**config.mk**
```make
export PLATFORM = sky130hd
export DESIGN_NAME = online_ccm_sched
export DESIGN_NICKNAME = d
export VERILOG_FILES = /design/src/rtl/online_ccm_sched.sv
export SDC_FILE = /design/constraint.sdc
export NUM_CORES = 1
export LEC_CHECK = 0
export BUFFER_PORTS_ARGS = -buffer_cell sky130_fd_sc_hd__buf_2
export CAP_MARGIN = 40
export CORE_MARGIN = 5
export CORE_UTILIZATION = 30
export CTS_CLUSTER_SIZE = 12
export DETAILED_ROUTE_END_ITERATION = 10
export REMOVE_ABC_BUFFERS = 1
export SLEW_MARGIN = 20
export SYNTH_ARGS = -nofsm -noshare
export SYNTH_HDL_FRONTEND = slang
export SYNTH_SLANG_ARGS = --single-unit
```
**constraint.sdc**
```tcl
create_clock -name clk -period 2.2 [get_ports clk]
set_clock_uncertainty 0.2 [all_clocks]
set_input_delay 0 -clock clk [delete_from_list [all_inputs] [get_ports clk]]
set_output_delay 0 -clock clk [all_outputs]
set_load 0.01 [all_outputs]
```
**src/rtl/online_ccm_sched.sv**
```systemverilog
// online_ccm_sched
// Shares one combinational online constant-coefficient multiplier (CCM)
// among N_REQ requesters using round-robin arbitration. The winner's
// redundant-digit operand is registered into the CCM input. The CCM output
// is treated as a multicycle path and is captured after a runtime-programmable
// number of cycles (lat_cfg, where 0 means 1). The result is returned tagged
// with the requester ID.
//
// Optional feature macro: ONLINE_CCM_SHADOW_CHECK_EN
//   When defined, a CHECK state follows the capture edge. CHECK resamples
//   ccm_y one cycle later and flags a mismatch on res_err. This exposes
//   captures that were taken too early while overclocking.
//   When undefined, the CHECK state does not exist and res_err is tied to 0.
module online_ccm_sched #(
  parameter int STAGE  = 4,
  parameter int N_REQ  = 4,
  parameter int OUT_WL = 22,
  parameter int ID_W   = 2
) (
  input  logic                     clk,
  input  logic                     rst_n,
  input  logic [N_REQ-1:0]         req,
  input  logic [N_REQ*2*STAGE-1:0] x_bus,
  input  logic [3:0]               lat_cfg,
  output logic [N_REQ-1:0]         gnt,
  output logic [2*STAGE-1:0]       ccm_x,
  input  logic [OUT_WL-1:0]        ccm_y,
  output logic                     res_valid,
  output logic [ID_W-1:0]          res_id,
  output logic [OUT_WL-1:0]        res_y,
  output logic                     res_err,
  output logic                     busy
);

  localparam int XW = 2 * STAGE;

`ifdef ONLINE_CCM_SHADOW_CHECK_EN
  typedef enum logic [1:0] {
    S_IDLE  = 2'd0,
    S_WAIT  = 2'd1,
    S_CHECK = 2'd2
  } state_t;
`else
  typedef enum logic [1:0] {
    S_IDLE = 2'd0,
    S_WAIT = 2'd1
  } state_t;
`endif

  state_t            state_q;
  logic [ID_W-1:0]   rr_ptr_q;
  logic [ID_W-1:0]   win_q;
  logic [3:0]        cnt_q;
  logic [XW-1:0]     ccm_x_q;
  logic [N_REQ-1:0]  gnt_q;
  logic              res_valid_q;
  logic [ID_W-1:0]   res_id_q;
  logic [OUT_WL-1:0] res_y_q;

  logic              win_found_d;
  logic [ID_W-1:0]   win_idx_d;
  logic [ID_W-1:0]   cand_d;
  int                cand_int;
  logic [3:0]        lat_eff_d;

  // Per-requester operand slices of the flat operand bus
  logic [XW-1:0] opnd [N_REQ];

  genvar gi;
  generate
    for (gi = 0; gi < N_REQ; gi++) begin : g_opnd
      assign opnd[gi] = x_bus[gi*XW +: XW];
    end
  endgenerate

  // Round-robin search: first set request above rr_ptr, wrapping around
  always_comb begin
    win_found_d = 1'b0;
    win_idx_d   = '0;
    cand_d      = '0;
    cand_int    = 0;
    for (int k = 1; k <= N_REQ; k++) begin
      cand_int = int'(rr_ptr_q) + k;
      if (cand_int >= N_REQ) begin
        cand_int = cand_int - N_REQ;
      end
      cand_d = ID_W'(cand_int);
      if (!win_found_d && req[cand_d]) begin
        win_found_d = 1'b1;
        win_idx_d   = cand_d;
      end
    end
  end

  // A programmed latency of 0 is treated as a single cycle
  assign lat_eff_d = (lat_cfg == 4'd0) ? 4'd1 : lat_cfg;

`ifdef ONLINE_CCM_SHADOW_CHECK_EN
  logic res_err_q;
`endif

  // Scheduler FSM: arbitrate in IDLE, count down the multicycle path in WAIT
  always_ff @(posedge clk or negedge rst_n) begin
    if (!rst_n) begin
      state_q     <= S_IDLE;
      rr_ptr_q    <= ID_W'(N_REQ - 1);
      win_q       <= '0;
      cnt_q       <= '0;
      ccm_x_q     <= '0;
      gnt_q       <= '0;
      res_valid_q <= 1'b0;
      res_id_q    <= '0;
      res_y_q     <= '0;
`ifdef ONLINE_CCM_SHADOW_CHECK_EN
      res_err_q   <= 1'b0;
`endif
    end else begin
      // Pulses last exactly one cycle
      gnt_q       <= '0;
      res_valid_q <= 1'b0;
      case (state_q)
        S_IDLE: begin
          if (win_found_d) begin
            ccm_x_q  <= opnd[win_idx_d];
            win_q    <= win_idx_d;
            rr_ptr_q <= win_idx_d;
            cnt_q    <= lat_eff_d;
            gnt_q    <= N_REQ'(1) << win_idx_d;
            state_q  <= S_WAIT;
          end
        end
        S_WAIT: begin
          cnt_q <= cnt_q - 4'd1;
          if (cnt_q == 4'd1) begin
            // The raw redundant-format result is kept without any conversion
            res_y_q  <= ccm_y;
            res_id_q <= win_q;
`ifdef ONLINE_CCM_SHADOW_CHECK_EN
            state_q  <= S_CHECK;
`else
            res_valid_q <= 1'b1;
            state_q     <= S_IDLE;
`endif
          end
        end
`ifdef ONLINE_CCM_SHADOW_CHECK_EN
        S_CHECK: begin
          // A late sample that differs means the capture was taken too early
          res_err_q   <= (ccm_y != res_y_q);
          res_valid_q <= 1'b1;
          state_q     <= S_IDLE;
        end
`endif
        default: begin
          state_q <= S_IDLE;
        end
      endcase
    end
  end

  assign gnt       = gnt_q;
  assign ccm_x     = ccm_x_q;
  assign res_valid = res_valid_q;
  assign res_id    = res_id_q;
  assign res_y     = res_y_q;
  assign busy      = (state_q != S_IDLE);
`ifdef ONLINE_CCM_SHADOW_CHECK_EN
  assign res_err   = res_err_q;
`else
  assign res_err   = 1'b0;
`endif

endmodule
```
==> results.json <==
{
  "ys_ff_latch": 46,
  "synth_top_area_share_pct": 51.7,
  "worstPathArrival_ns": 1.99,
  "synth.largest_area_cell": "dfrtp_1",
  "vias": 1876,
  "rsz0062_at_grt": "false",
  "cts_root_buf": "clkbuf_8",
  "post-route-min-period_ns": 2.04,
  "crit_fanout": 21,
  "yosysUniqueCellTypes": 34,
  "die_x_um": 94.3,
  "fmax_mhz": 490,
  "setup.worst_path.start_class": "flop",
  "final_cell_area_sq_mm": 0.00341,
  "drive_above_1_share_pct": 44.4,
  "yosysWarnings": 0,
  "synth_common_cells": "dfrtp_1 (44), mux2_2 (24), mux2i_1 (18)",
  "drt-initial-drc-count": 28,
  "netlist_area_sq_mm": 0.00213,
  "post_cts_buffers": 0,
  "drt_pass1_iterations": 4,
  "ys_top_cells_by_area": "dfrtp_1 (52%), mux2_2 (13%), mux2i_1 (8.5%)",
  "clock-sinks": 46,
  "grt_max_degree": 29,
  "finalSetupTns_ns": 0,
  "finalHoldViolCount": 0,
  "clk_path_buf_depth": 2,
  "ys_async_sr_fraction_pct": 100,
  "grt_remaining_overflow": 0,
  "row_count": 30,
  "tightest_slew_ns": 0.586,
  "grt_pass1_wl_mm": 9.88,
  "worst_r2r_path_depth": 4,
  "crit_type": "flop to flop",
  "vias_per_cell": 4.39,
  "cap_violations": 0,
  "timing.hold.ws_ns": 0.0171,
  "syn_inst": 165,
  "yosysSeqAreaShare_pct": 54.2,
  "coreArea_sq_mm": 0.00687,
  "drc": 0,
  "hold_path.class": "input pin to flop",
  "path_clk_slew_ns": 0.08,
  "power_leakage_nw": 1.69,
  "setup_slack_ns": 0.158,
  "synth-edff-count": 0,
  "endpoint_kind": "flop",
  "io_buffers": 101,
  "gr-usage-all-layers_pct": 14.3,
  "syn_to_final_growth_pct": 60.0,
  "n_antenna_cell": 0,
  "peakVddDrop_mv": 0.328,
  "cts_max_level": 2,
  "place_area_sq_mm": 0.00269,
  "place_ws_ns": 0.142,
  "numCtsBuffers": 5,
  "relSlewSlack_pct": 61.0,
  "holdPathStages": 4,
  "fin_crit_sh_pct": 92.8,
  "grt_pass1_vias": 2116,
  "die_h_um": 94.3,
  "dp_hpwl_mm": 3.78,
  "synth_ff_type": "dfrtp_1",
  "worstSkewPairLatency_ns": 0.29,
  "place_congestion": 0.697,
  "ant_nets": 0,
  "antenna_found_initial": 0,
  "wirelength_mm": 6.09,
  "worstPathRequired_ns": 2.15,
  "io_pins": 103,
  "powerDensity_mw_per_mm2": 1060,
  "syn_area_per_cell_sq_um": 12.9,
  "post-synth-top-count-cell": "dfrtp_1",
  "status": "finished clean",
  "layout.cells.non_filler": 427,
  "die_area_sq_mm": 0.00888,
  "start_util_pct": 31.0,
  "maxSlewViolCount": 0,
  "setup_viol": 0,
  "nets": 396,
  "dp_cells": 357,
  "cts_tree": "yes",
  "wl_per_cell_um": 14.3
}
worst max-delay path: stages (launching register included):
cell	delay [ns]
dfstp_2	0.60
mux2i_1	0.23
o221a_4	0.46
mux2i_1	0.27
o221ai_1	0.14
cells in the final DEF (no fill, tap or decap), types with 6 or more instances in the layout:
cell and instances:
a21oi_1 8, buf_2 101, clkbuf_8 6, dfrtp_1 44, dlygate4sd3_1 61, mux2_2 24
mux2i_1 18, nand2_1 16, nor2_1 8, o221ai_1 8
timing repair:
item,4_1_cts,5_1_grt
hold endpoints to repair,80,0
hold buffers,62,0
resized for setup,0,1
endpoints found under the setup margin,0,10
logic make-up (layout without fill, tap and decap cells):
family | Yosys count | in the layout | synth area share [%]
AO/OA/AOI/OAI | 23 | 23 | 8.23
flip-flops | 46 | 46 | 54.2
AND/OR/NAND/NOR | 36 | 36 | 9.46
other | 1 | 1 | 0.176
buffers and inverters | 14 | 180 | 5.23
multiplexers | 42 | 42 | 21.2
adder cells (fa/ha/maj) | 2 | 2 | 1.17
XOR/XNOR | 1 | 1 | 0.411
stage by stage:
step / utilization (%) / total power, mW
2_1_floorplan: - / 2.41
3_3_place_gp: 39.2 / 2.97
3_5_place_dp: 39.2 / 3.02
4_1_cts: 49.6 / 3.65
5_1_grt: 49.6 / 3.89
6_report: 49.6 / 3.60
area by class of cell:
type                       count  area (sq um)
timing repair buffer         167          1160
sequential                    46          1150
tap                           96           120
multi-input combinational    105           865
fill                         594          3460
inverter                       5          18.8
clock buffer                   7          86.3
clock inverter                 1          5.00
layer usage:
metal / track usage (%) / routed length, um / vias to the layer above
met5: 0 / 0 / -
met4: 4.69 / 83 / 0
met3: 4.57 / 497 / 8
met2: 26.1 / 3090 / 84
met1: 15.5 / 2420 / 878
li1: - / - / 906
flip-flops by register name, summed over array words and instances, names as in the netlist, 2 cells and up:
register,flops
res_y,22
ccm_x,8
cnt_q,4
gnt,4
res_id,2
rr_ptr_q,2
win_q,2
worst paths after layout:
check	from	slack, ns	end
setup / recovery	rr_ptr_q[1]	0.16	ccm_x[1]
hold / removal	req[1]	0.02	state_q[0]
setup reg to reg	rr_ptr_q[1]	0.16	ccm_x[1]
hold reg to reg	win_q[1]	0.28	win_q[1]
max in group asynchronous	rst_n	0.46	res_y[7]
min in group asynchronous	rst_n	0.45	ccm_x[1]
power breakdown:
| part | internal, mW | switching [mW] |
|---|---|---|
| Clock | 0.254 | 0.268 |
| Combinational | 0.826 | 0.762 |
| Sequential | 1.25 | 0.238 |
| Total | 2.33 | 1.27 |
Power figures use the tool's default switching activity.
